`src/rtl/plic_claim_arbiter.sv`:
```
// PLIC interrupt gateway, priority arbiter and claim/complete register port.
// Request edges latch into pending; the best eligible source is re-registered every cycle.
module plic_claim_arbiter #(
  parameter int unsigned N_interrupts = 32,
  parameter int unsigned PRIO_W       = 3
) (
  input  logic                    CLK,
  input  logic                    nRST,
  input  logic [N_interrupts-1:0] hw_interrupt_requests,
  input  logic [31:0]             addr,
  input  logic                    ren,
  input  logic                    wen,
  input  logic [31:0]             wdata,
  output logic [31:0]             rdata,
  output logic                    rambusy,
  output logic                    interrupt_service_request,
  output logic                    interrupt_clear
);
  localparam int unsigned IdW = $clog2(N_interrupts);

  typedef enum logic {StIdle, StResp} state_e;
  state_e state_q, state_d;

  logic [N_interrupts-1:0] pending_q, pending_d;
  logic [N_interrupts-1:0] enable_q, enable_d;
  logic [N_interrupts-1:0] in_flight_q, in_flight_d;
  logic [N_interrupts-1:0] prev_req_q;
  logic [N_interrupts-1:0] edges, elig;
  logic [PRIO_W-1:0]       prio_q [N_interrupts];
  logic [PRIO_W-1:0]       prio_d [N_interrupts];
  logic [PRIO_W-1:0]       thr_q, thr_d;
  logic [PRIO_W-1:0]       best_prio_q, best_prio_d;
  logic [IdW-1:0]          best_id_q, best_id_d;
  logic                    irq_q, irq_d;
  logic                    clear_q, clear_d;

  logic do_read, do_write;
  logic hit_prio, hit_pend, hit_en, hit_thr, hit_claim;
  logic unused_bits;

  assign unused_bits = ^{addr[31:12], addr[1:0], wdata, best_prio_q};

  // Simultaneous ren and wen is a read; the write half is dropped.
  assign do_read  = (state_q == StResp) & ren;
  assign do_write = (state_q == StResp) & wen & ~ren;

  assign hit_prio  = (addr[11:7] == 5'd0);
  assign hit_pend  = (addr[11:2] == 10'h020);
  assign hit_en    = (addr[11:2] == 10'h040);
  assign hit_thr   = (addr[11:2] == 10'h080);
  assign hit_claim = (addr[11:2] == 10'h081);

  always_comb begin
    state_d = state_q;
    rambusy = 1'b0;
    case (state_q)
      StIdle: begin
        if (ren | wen) begin
          rambusy = 1'b1;
          state_d = StResp;
        end
      end
      StResp:  state_d = StIdle;
      default: state_d = StIdle;
    endcase
  end

  always_comb begin
    edges       = hw_interrupt_requests & ~prev_req_q;
    edges[0]    = 1'b0;
    pending_d   = pending_q;
    enable_d    = enable_q;
    in_flight_d = in_flight_q;
    prio_d      = prio_q;
    thr_d       = thr_q;
    clear_d     = 1'b0;

    if (do_read && hit_claim) begin
      for (int unsigned i = 1; i < N_interrupts; i++) begin
        if (best_id_q == IdW'(i)) begin
          pending_d[i]   = 1'b0;
          in_flight_d[i] = 1'b1;
        end
      end
    end

    if (do_write) begin
      if (hit_prio) begin
        for (int unsigned i = 1; i < N_interrupts; i++) begin
          if (addr[6:2] == 5'(i)) prio_d[i] = wdata[PRIO_W-1:0];
        end
      end
      if (hit_en) begin
        enable_d    = wdata[N_interrupts-1:0];
        enable_d[0] = 1'b0;
      end
      if (hit_thr) thr_d = wdata[PRIO_W-1:0];
      if (hit_claim) begin
        for (int unsigned i = 1; i < N_interrupts; i++) begin
          if ((wdata[4:0] == 5'(i)) && in_flight_q[i]) begin
            in_flight_d[i] = 1'b0;
            clear_d        = 1'b1;
          end
        end
      end
    end

    // A new edge on the ID being claimed keeps it pending.
    pending_d = pending_d | edges;
  end

  // Strict '>' while scanning upward gives ties to the lowest ID.
  always_comb begin
    elig        = '0;
    best_id_d   = '0;
    best_prio_d = '0;
    for (int unsigned i = 1; i < N_interrupts; i++) begin
      elig[i] = pending_q[i] & enable_q[i] & ~in_flight_q[i] & (prio_q[i] > thr_q);
      if (elig[i] && (prio_q[i] > best_prio_d)) begin
        best_prio_d = prio_q[i];
        best_id_d   = IdW'(i);
      end
    end
    irq_d = |elig;
  end

  always_comb begin
    rdata = '0;
    if (do_read) begin
      if (hit_prio) begin
        for (int unsigned i = 1; i < N_interrupts; i++) begin
          if (addr[6:2] == 5'(i)) rdata[PRIO_W-1:0] = prio_q[i];
        end
      end else if (hit_pend) begin
        rdata[N_interrupts-1:0] = pending_q;
      end else if (hit_en) begin
        rdata[N_interrupts-1:0] = enable_q;
      end else if (hit_thr) begin
        rdata[PRIO_W-1:0] = thr_q;
      end else if (hit_claim) begin
        rdata[IdW-1:0] = best_id_q;
      end
    end
  end

  always_ff @(posedge CLK or negedge nRST) begin
    if (!nRST) begin
      state_q     <= StIdle;
      pending_q   <= '0;
      enable_q    <= '0;
      in_flight_q <= '0;
      prev_req_q  <= '0;
      thr_q       <= '0;
      best_prio_q <= '0;
      best_id_q   <= '0;
      irq_q       <= 1'b0;
      clear_q     <= 1'b0;
      for (int unsigned i = 0; i < N_interrupts; i++) prio_q[i] <= '0;
    end else begin
      state_q     <= state_d;
      pending_q   <= pending_d;
      enable_q    <= enable_d;
      in_flight_q <= in_flight_d;
      prev_req_q  <= hw_interrupt_requests;
      thr_q       <= thr_d;
      best_prio_q <= best_prio_d;
      best_id_q   <= best_id_d;
      irq_q       <= irq_d;
      clear_q     <= clear_d;
      prio_q      <= prio_d;
    end
  end

  assign interrupt_service_request = irq_q;
  assign interrupt_clear           = clear_q;

endmodule

```
`config.mk`:
```
export PLATFORM = sky130hd
export DESIGN_NAME = plic_claim_arbiter
export DESIGN_NICKNAME = d
export VERILOG_FILES = /design/src/rtl/plic_claim_arbiter.sv
export SDC_FILE = /design/constraint.sdc
export NUM_CORES = 1
export LEC_CHECK = 0
export BUFFER_PORTS_ARGS = -buffer_cell sky130_fd_sc_hd__buf_4
export CORE_MARGIN = 8
export CORE_UTILIZATION = 35
export DETAILED_ROUTE_END_ITERATION = 10
export PLACE_DENSITY = 0.53
export SLEW_MARGIN = 20
export SYNTH_ARGS = -nofsm -noshare
export SYNTH_HDL_FRONTEND = slang
export SYNTH_SLANG_ARGS = --single-unit
```
`constraint.sdc`:
```
create_clock -name CLK -period 39 [get_ports CLK]
set_input_delay 9.75 -clock CLK [delete_from_list [all_inputs] [get_ports CLK]]
set_output_delay 9.75 -clock CLK [all_outputs]
set_load 0.01 [all_outputs]
```
* Word level (Yosys, flattened, before mapping)
Cells that the tools add are included.
** Operators by class
- Order comparisons :: 62
- Equal/unequal tests :: 97
- Multiplexer cells :: 234
- Bitwise gates (word level) :: 133
- Reductions and logical operators :: 98
** Operators by type and width (count)
- $eq A5 B5 Y1 const B :: 48
- $mux W3 :: 63
- $gt A3 B3 Y1 :: 61
- $mux W5 :: 32
- $mux W1 :: 129
- $mux W31 :: 4
- $eq A5 B4 Y1 const B :: 24
- $and A1 B1 Y1 :: 96
- $reduce_and A3 Y1 :: 31
- $mux W32 :: 2
- $logic_and A1 B1 Y1 :: 63
- $eq A5 B3 Y1 const B :: 12
- $not A1 Y1 :: 33
- $and A32 B32 Y32 :: 1
- $not A32 Y32 :: 1
- $or A32 B32 Y32 :: 1
- $reduce_or A31 Y1 :: 1
- $eq A5 B2 Y1 const B :: 6
- $mux W29 :: 1
- $mux W27 :: 1
- $eq A10 B8 Y1 const B :: 2
- $eq A5 B1 Y1 const B :: 3
- $eq A10 B6 Y1 const B :: 1
- $eq A10 B7 Y1 const B :: 1
- other kinds (6) :: 7
** Storage, ports and cells
- Register bits after elaboration :: 230
- Bits of input ports :: 100

* Depth between registers and ports, before layout
Gate-level depths: netlist of the first run.
- Word-level depth :: 95
- Mapped depth :: 203

* Least setup slack after synthesis of the first run
No wires, ideal clock.
- Path kind :: reg2reg
- Start :: reg thr_q[2]
- End :: reg best_id_q[2]
- Library setup time :: 0.132 ns
- Arrival :: 37.500 ns
- Required time :: 38.868 ns
- Path slack :: 1.368 ns
- Cell stages (with the launch flop) :: 197
- Period minus slack after synthesis :: 37.632 ns
- Path through :: dfrtp_1 > inv_1 > ha_1 > a31oi_2 > nand3_1 > ha_1 > nand2_1 > o21ai_1 > nand4_4 > mux2_4 > ha_1 > nor2b_1 > o21a_1 > o21ai_1 > or2_1 > buf_6 > a21oi_1 > inv_1 > (+161 left out) > o311ai_1 > nand2_1 > mux2_2 > ha_1 > inv_1 > a21o_1 > a21oi_1 > a31oi_1 > nand2_1 > inv_1 > nand2_1 > o21a_1 > ha_1 > a21o_1 > a21oi_1 > a31oi_1 > a21oi_1 > or3b_1
** Between the ends
- Cells in the longest elaborated chain, start to end :: 94
- Elaborated cells on any way between the ends :: 182
- Those cells by class :: order compare (61); mux (59); bitwise (31); reduce/logical (31)
** Ends and longest elaborated chain
- start, declared :: line 31 : logic [PRIO_W-1:0] thr_q, thr_d;
- start signal, assigned :: line 165 : thr_q <= thr_d;
- $gt A3 B3 Y1 :: line 118 : elig[i] = pending_q[i] & enable_q[i] & ~in_flight_q[i] & (prio_q[i] > thr_q);
- $and A1 B1 Y1 :: line 118
- $logic_and A1 B1 Y1 :: line 119 : if (elig[i] && (prio_q[i] > best_prio_d)) begin
- $mux W3 :: line 119
- $gt A3 B3 Y1 :: line 119
- $logic_and A1 B1 Y1 :: line 119
- $mux W3 :: line 119
- $gt A3 B3 Y1 :: line 119
- (+79 left out)
- $mux W3 :: line 119
- $gt A3 B3 Y1 :: line 119
- $logic_and A1 B1 Y1 :: line 119
- $mux W3 :: line 119
- $gt A3 B3 Y1 :: line 119
- $logic_and A1 B1 Y1 :: line 119
- $mux W5 * :: line 119
- net best_id_d[2] :: line 33 : logic [IdW-1:0] best_id_q, best_id_d;
- end signal, assigned :: line 167 : best_id_q <= best_id_d;
- end, declared :: line 33
Mark *: on every way through the listed nets, which the timed path passes. The rest lies on a longest branch.
A chain may end at the register's enable or synchronous reset.

* Worst setup path in the final report of the first run
- Start :: reg thr_q[2]
- End :: reg best_id_q[4]
Same word-level chain as after synthesis.

==> results.cfg, run 1 <==
[drt]
drtPass1Iterations = 8
drc = 0
vias = 15843
drt-vias-per-instance = 5.82
drt_iter0_drc = 1482
post_drt_wl_per_cell_um = 22.3
wl_um = 60800
drtAntennaViolNets = 0

[sta]
fin_setup_tns_ns = 0
worstMarginPinSlew_ns = 1.09
drv_slew = 0
period_share = 0.965
skew_ns = 0.0204
fmax_ghz = 0.0266
setup_violations = 0
relSlewSlack = 0.264
min_period_ns = 37.62
finalHoldViolations = 0

[synthesis]
synth_async_sr_flop_share = 1.00
synth-seq-cells = 228
syn_nets = 2149
ys.flop_type = dfrtp_1
yosysWarnings = 0
synthCells = 1917
synth_top_area_cell = dfrtp_1
yosysSeqAreaShare = 0.344
synth_edf_count = 0
synth.distinct_cells = 87
synth.avg_cell_area_um2 = 8.64
netlist_area_um2 = 16600
yosysTopAreaCellShare = 0.344
synth_area_leaders = dfrtp_1, ha_1, mux2_2, nand2_1, o21ai_0

[final_layout]
drive_above_1_share = 0.234
finish.cell_count_without_fillers = 2722
layout_commonest_cell = dfrtp_1
final_cell_mix = dfrtp_1, nand2_1, buf_4, nor2_1, o21ai_0
final_core_util = 0.432
fillCellCount = 4605
fin_area_um2 = 20100
final_nets = 2330
antenna_cells = 0
syn_to_final_growth_pct = 21.6

[global_routing]
track_usage = 0.215
grt_pass1_vias = 14991
grt_overflow = 0
grt_pass1_wl_um = 91500
antenna_found_initial = 0
grt_start_max_net_pins = 94

[critical_path]
endpoint = best_id_q[4]$_DFF_PN0_
timing.rr.start = thr_q[2]$_DFFE_PN0P_
endpoint_kind = register
rrSetupSlack_ns = 1.38
required_ns = 39.49
r2r-end = best_id_q[4]$_DFF_PN0_
worst-endpoint-arrival_ns = 38.10
cpMostUsedCell = ha_1
reg2reg_depth = 202
slowest_delay_ns = 0.45
start_kind = register
path_max_fanout = 6
worstSetupPathType = reg2reg
startpoint = thr_q[2]$_DFFE_PN0P_
crit_slowest_cell = dfrtp_1

[placed_design]
postPlaceCellArea_um2 = 18300
dp_cells = 2630
hpwl_um = 44900
finalWeightedCongestion = 0.976
io_buffers = 111

[power]
p_clk_frac = 0.474
p_comb_frac = 0.082
leakagePower_nw = 9.05
switching_share = 0.247
p_int_mw = 0.409
p_switching_mw = 0.134
powerDensity_nw_per_um2 = 27.0
seq_power_share = 0.444
vdd_drop_max_mv = 0.0320

[cts]
clock_insertion_delay_worst_skew_ns = 0.56
cts_root_buffer = clkbuf_16
cts_buffers = 27
cts_tree = done
h-tree-depth = 1
clk_pin_slew_ns = 0.06
cts.path.max_buffers = 3
cts-hold-fix-buffers = 0
cts_sinks = 228

[flow_run]
cap_violations = 0

[die]
die_w_um = 234
num_rows = 79
io_pins = 135
die_y_um = 234
coreArea_um2 = 46700
dieArea_um2 = 54600
initial_core_util = 0.355

[outcome]
outcome = complete, no violations

[worst_hold_path]
hp-class = reg2reg
[metrics by stage]
step | power, mW | setup WS (ns) | hold slack, ns
floorplan | 0.264 | 1.37 | 0.400
global placement | 0.286 | -0.0459 | 0.401
detailed placement | 0.287 | -0.625 | 0.406
CTS | 0.545 | 0.0495 | 0.414
global route | 0.561 | -0.320 | 0.424
finish | 0.544 | 1.38 | 0.413
[layout make-up]
type / count / area (um^2) / area share
clock buffer: 38 / 757 / 0.0376
clock inverter: 8 / 123 / 0.00609
inverter: 135 / 507 / 0.0251
multi-input combinational: 1497 / 10700 / 0.532
sequential: 228 / 5710 / 0.283
tap: 607 / 759 / 0.0377
timing repair buffer: 209 / 1580 / 0.0784
[synth_stat cells (all sizes together), types with 12 or more instances]
| master | number |
|---|---|
| a221oi | 12 |
| nor3 | 46 |
| a21o | 34 |
| o21ai | 160 |
| and3 | 37 |
| o21a | 23 |
| and2 | 29 |
| nand3 | 45 |
| a21oi | 88 |
| nor2b | 19 |
| a22oi | 53 |
| nand2 | 220 |
| inv | 135 |
| dfrtp | 228 |
| nor4 | 36 |
| o211ai | 18 |
| ha | 132 |
| clkbuf | 48 |
| mux2 | 109 |
| a31oi | 46 |
| nor2 | 171 |
| nand2b | 13 |
| or2 | 18 |
[cell families (layout without fill, tap and decap cells)]
kind of cell | after synthesis | count (layout) | synth area share
compound gates | 555 | 555 | 0.227
fa+ha+maj | 141 | 141 | 0.105
buf+inv | 192 | 390 | 0.0439
flops | 228 | 228 | 0.344
mux | 119 | 119 | 0.0823
simple gates | 682 | 682 | 0.197
[state kept, by name, summed over array words and instances (netlist names)]
signal	cells
prio_q	93
state_q	1
interrupt_service_request	1
prev_req_q	31
in_flight_q	31
thr_q	3
interrupt_clear	1
enable_q	31
best_id_q	5
pending_q	31
[worst min path at each step]
stage	start	endpoint	slack, ns	depth (start not counted)
floorplan	prev_req_q[10]$_DFF_PN0_	pending_q[10]$_DFF_PN0_	0.40	1
global placement	prev_req_q[17]$_DFF_PN0_	pending_q[17]$_DFF_PN0_	0.40	1
detailed placement	prev_req_q[23]$_DFF_PN0_	pending_q[23]$_DFF_PN0_	0.41	1
CTS	prev_req_q[23]$_DFF_PN0_	pending_q[23]$_DFF_PN0_	0.41	1
global route	prev_req_q[11]$_DFF_PN0_	pending_q[11]$_DFF_PN0_	0.42	1
finish	prev_req_q[23]$_DFF_PN0_	pending_q[23]$_DFF_PN0_	0.41	1
[power groups by stage]
stage	Sequential [mW]	Combinational (mW)	Clock [mW]
after global routing	0.241	0.0487	0.270
after global placement	0.245	0.0405	0
after floorplan	0.245	0.0196	0
after detailed placement	0.246	0.0410	0
final	0.241	0.0445	0.258
after CTS	0.241	0.0413	0.263
[repair_timing]
item / in CTS / in global routing
pin swaps: 0 / 60
setup endpoints to repair: 5 / 5
resized for setup: 10 / 111
cloned: 0 / 0
buffers inserted: 4 / 42
[routing by layer]
metal	global-route usage	wire, um
met4	0.0631	1750
met5	0	0
met3	0.0234	3430
met2	0.351	28000
met1	0.297	27600
[worst max-delay path, delay by kind of cell (launching register included)]
kind	cells	cell delay, ns
and+or+nand+nor	63	7.77
AOI/OAI and AO/OA	76	13.32
muxes	11	3.57
adders and majority gates	39	11.09
DFF	1	0.45
buffers and inverters	13	1.33
No activity file was read; power rests on OpenSTA's default activity.
==> run 2, diff against run 1 <==
Settings changed: CORE_ASPECT_RATIO set to 1.4, REMOVE_ABC_BUFFERS set to 1.
==> run 2 against run 1 <==
Effect of this change:
- register-to-register slack better by 0.21 ns
- design area down 0.49%
- sequential share of layout area up 0.15 points
- clock-buffer cell count unchanged
- final cell count up 0.22%
- clock skew down 0.0041 ns
- clock power about the same
- total power up 0.49%
- critical path type unchanged
- largest power group unchanged
==> results.cfg, run 2 (same netlist as run 1, synthesis figures left out) <==
[outcome]
outcome = complete, no violations

[final_layout]
largest_reg_flops = 93
final_nets = 2320
fin_area_um2 = 20100
final_cell_mix = dfrtp_1, nand2_1, buf_4, nor2_1, o21ai_0
syn_to_final_growth_pct = 21.0
drive_above_1_share = 0.227
layout_commonest_cell = dfrtp_1
top_register = prio_q

[sta]
relSlewSlack = 0.288
skew_ns = 0.0163
fmax_ghz = 0.0267
setup_violations = 0
period_share = 0.959
fin_setup_tns_ns = 0
finalHoldViolations = 0
worstMarginPinSlew_ns = 1.06
min_period_ns = 37.41
holdWs_ns = 0.415
drv_slew = 0

[flow_run]
cap_violations = 0

[critical_path]
path_max_fanout = 5
slowest_delay_ns = 0.43
required_ns = 39.45
worstPathBufferInverterCount = 9
worst-endpoint-arrival_ns = 37.86
crit_family = compound AO/OA/AOI/OAI gates
worstSetupPathType = reg2reg
start_kind = register
cpMostUsedCell = ha_1
endpoint_kind = register
crit_slowest_cell = dfrtp_2

[drt]
drtPass1Iterations = 6
vias = 15854
drt_iter0_drc = 1151
drt-vias-per-instance = 5.81
drc = 0
wl_um = 63000
post_drt_wl_per_cell_um = 23.1
drtAntennaViolNets = 0

[cts]
cts_root_buffer = clkbuf_16
cts.path.max_buffers = 3
clk_pin_slew_ns = 0.06
h-tree-depth = 1
cts-hold-fix-buffers = 0
cts_buffers = 26
cts_tree = done
cts_sinks = 228
clock_insertion_delay_worst_skew_ns = 0.57

[global_routing]
grt_start_max_net_pins = 92
grt_pass1_vias = 15646
track_usage = 0.225
grt_overflow = 0
antenna_found_initial = 1
grt_pass1_wl_um = 94400

[die]
die_w_um = 200
die_y_um = 273
io_pins = 135
initial_core_util = 0.353
num_rows = 94
dieArea_um2 = 54700
coreArea_um2 = 46900

[placed_design]
hpwl_um = 47000
io_buffers = 111
finalWeightedCongestion = 0.910
postPlaceCellArea_um2 = 18500

[power]
power_mw = 0.546
leakagePower_nw = 9.05
powerDensity_nw_per_um2 = 27.3
vdd_drop_max_mv = 0.0429

[worst_hold_path]
hp-class = reg2reg
run 2: cell count changes in the layout (fill, tap and decap cells not counted), moves of 3 or more:
| cell | change |
|---|---|
| buf_4 | -8 |
| clkbuf_1 | -6 |
| clkbuf_8 | +7 |
| ha_1 | +4 |
| ha_4 | -5 |
| nor2_4 | -3 |
run 2: final cells by class:
type / count / area, um^2
multi-input cells: 1497 / 10600
repair buffers: 200 / 1510
inverters: 135 / 507
clock buffers: 38 / 806
diodes: 1 / 2.50
fillers: 4716 / 26900
clock inverters: 5 / 103
flip-flops and latches: 228 / 5710
well taps: 624 / 781
run 2: per-stage QoR:
stage / setup slack [ns] / utilization / instances
final: 1.59 / 0.427 / 2728
after global routing: -0.203 / 0.427 / 2728
after CTS: 0.0322 / 0.414 / 2702
after detailed placement: -0.692 / 0.394 / 2659
after global placement: -0.197 / 0.394 / 2659
after floorplan: 1.48 / - / 1860
run 2: worst reg2reg max path, delay by kind of cell (launching register included):
kind            cells  cell delay (ns)
buf+inv             9             0.72
compound gates     74            13.51
fa+ha+maj          39            11.25
simple gates       63             7.84
mux                11             3.48
flops               1             0.43
run 2: repair_timing:
action,in CTS,in global routing
buffers inserted,0,25
pin swaps,0,59
endpoints found under the setup margin,5,5
gates resized for setup,11,101
run 2: final timing paths:
path	from	to	slack, ns	depth (start not counted)
setup / recovery	prio_q[92]$_DFFE_PN0P_	best_id_q[2]$_DFF_PN0_	1.59	196
hold / removal	prev_req_q[22]$_DFF_PN0_	pending_q[22]$_DFF_PN0_	0.41	1
setup reg to reg	prio_q[92]$_DFFE_PN0P_	best_id_q[2]$_DFF_PN0_	1.59	196
hold reg to reg	prev_req_q[22]$_DFF_PN0_	pending_q[22]$_DFF_PN0_	0.41	1
max in group asynchronous	nRST	prio_q[91]$_DFFE_PN0P_	28.31	2
min in group asynchronous	nRST	prev_req_q[25]$_DFF_PN0_	9.18	1
run 2: routing by layer:
layer	track usage	vias to the layer above	share of wire
met1	0.261	7824	0.39
met4	0.107	0	0.052
met5	0	-	0
met3	0.0239	136	0.046
met2	0.406	480	0.51
li1	-	7414	-
run 2: power breakdown:
| part | leakage, nW | switching (mW) | internal (mW) |
|---|---|---|---|
| clock network | 0.444 | 0.105 | 0.155 |
| registers | 2.78 | 0.00211 | 0.239 |
| logic | 5.82 | 0.0282 | 0.0161 |
==> run 3, diff against run 2 <==
Settings changed: CELL_PAD_IN_SITES_DETAIL_PLACEMENT set to 1, CELL_PAD_IN_SITES_GLOBAL_PLACEMENT set to 2, CORE_UTILIZATION 35 to 34, PLACE_DENSITY 0.53 to 0.77.
==> run 3 against run 2 <==
Effect of this change:
- critical path depth increased by 4
- via count grew 2.4%
- clock-buffer cell count fell by 8
- global-route usage is 0.98 points higher
- clock skew is 0.0067 ns higher
==> results.cfg, run 3 (same netlist as run 1, synthesis figures left out) <==
[outcome]
outcome = complete, no violations

[die]
num_rows = 95
die_w_um = 203
initial_core_util = 0.345
io_pins = 135
coreArea_um2 = 48000
dieArea_um2 = 56200
die_y_um = 277

[critical_path]
slowest_delay_ns = 0.40
start_kind = register
endpoint_kind = register
worstPathBufferInverterCount = 13
timing.rr.start = thr_q[1]$_DFFE_PN0P_
crit_slowest_cell = dfrtp_1
path_max_fanout = 6
worstSetupPathType = reg2reg
rrSetupSlack_ns = 1.32
cpMostUsedCell = ha_1
worst-endpoint-arrival_ns = 38.15
crit_family = compound AO/OA/AOI/OAI gates
r2r-end = best_id_q[3]$_DFF_PN0_
reg2reg_depth = 200
required_ns = 39.46

[sta]
worstMarginPinSlew_ns = 1.10
finalHoldViolations = 0
drv_slew = 0
relSlewSlack = 0.266
holdWs_ns = 0.414
setup_violations = 0
fmax_ghz = 0.0265
min_period_ns = 37.68
period_share = 0.966
skew_ns = 0.0230

[final_layout]
syn_to_final_growth_pct = 22.8
antenna_cells = 0
final_nets = 2347
top_register = prio_q
final_core_util = 0.424
fin_area_um2 = 20300
drive_above_1_share = 0.244
final_cell_mix = dfrtp_1, buf_4, nand2_1, nor2_1, o21ai_0
finish.cell_count_without_fillers = 2766
largest_reg_flops = 93
layout_commonest_cell = dfrtp_1

[worst_hold_path]
hp-class = reg2reg
hold_depth = 1
min_to = pending_q[20]$_DFF_PN0_
hp-start = prev_req_q[20]$_DFF_PN0_

[global_routing]
track_usage = 0.235
grt_pass1_vias = 17310
grt_start_max_net_pins = 107
antenna_found_initial = 0
grt_overflow = 0
grt_pass1_wl_um = 104000

[flow_run]
cap_violations = 0

[drt]
vias = 16229
post_drt_wl_per_cell_um = 24.8
drtPass1Iterations = 6
drtAntennaViolNets = 0
wl_um = 68600
drt_iter0_drc = 921
drc = 0
drt-vias-per-instance = 5.87

[cts]
cts_sinks = 228
cts.path.max_buffers = 3
cts_root_buffer = clkbuf_16
clk_pin_slew_ns = 0.07
h-tree-depth = 1
cts_tree = done
cts-hold-fix-buffers = 0
clock_insertion_delay_worst_skew_ns = 0.58
cts_buffers = 27

[placed_design]
dp_cells = 2673
io_buffers = 111
finalWeightedCongestion = 0.901
hpwl_um = 51100
postPlaceCellArea_um2 = 18500

[power]
vdd_drop_max_mv = 0.0288
power_mw = 0.561
powerDensity_nw_per_um2 = 27.6
leakagePower_nw = 9.19
==> run 3: metal layers <==
metal,track usage,vias to the layer above,share of wire
met4,0.106,0,0.049
met3,0.0160,131,0.030
met1,0.269,8278,0.39
li1,-,7457,-
met5,0,-,0
met2,0.437,363,0.53
==> run 3: stage by stage <==
| stage | worst slack (ns) | setup TNS [ns] |
|---|---|---|
| final | 1.32 | 0 |
| after global routing | -0.489 | -1.76 |
| after CTS | 0.000352 | 0 |
| after detailed placement | -1.24 | -5.23 |
| after global placement | -0.376 | -1.04 |
| after floorplan | 1.48 | 0 |
==> run 3: worst max path at each step <==
stage | start | end | slack (ns) | cells past startpoint
5_1_grt | thr_q[1]$_DFFE_PN0P_ | best_id_q[4]$_DFF_PN0_ | -0.49 | 201
2_1_floorplan | thr_q[2]$_DFFE_PN0P_ | best_id_q[2]$_DFF_PN0_ | 1.48 | 192
3_5_place_dp | thr_q[1]$_DFFE_PN0P_ | best_id_q[3]$_DFF_PN0_ | -1.24 | 199
4_1_cts | thr_q[2]$_DFFE_PN0P_ | best_id_q[3]$_DFF_PN0_ | 0.0004 | 200
3_3_place_gp | thr_q[1]$_DFFE_PN0P_ | best_id_q[3]$_DFF_PN0_ | -0.38 | 199
6_report | thr_q[1]$_DFFE_PN0P_ | best_id_q[3]$_DFF_PN0_ | 1.32 | 200
==> run 3: area by class of cell <==
type	count	area [um^2]
fillers	5670	27700
multi-input cells	1497	10700
flip-flops and latches	228	5710
repair buffers	226	1710
well taps	630	788
clock buffers	30	717
inverters	135	507
clock inverters	20	236
==> run 3: power by group <==
part | internal [mW] | total [mW] | leakage (nW) | switching (mW)
combinational | 0.0166 | 0.0456 | 5.94 | 0.0290
sequential | 0.239 | 0.241 | 2.79 | 0.00221
clock | 0.160 | 0.274 | 0.465 | 0.114
==> run 3: timing repair <==
action | in CTS | in global routing
buffers inserted | 3 | 40
gates cloned | 0 | 0
pin swaps | 6 | 64
endpoints found under the setup margin | 5 | 5
gates resized for setup | 20 | 98
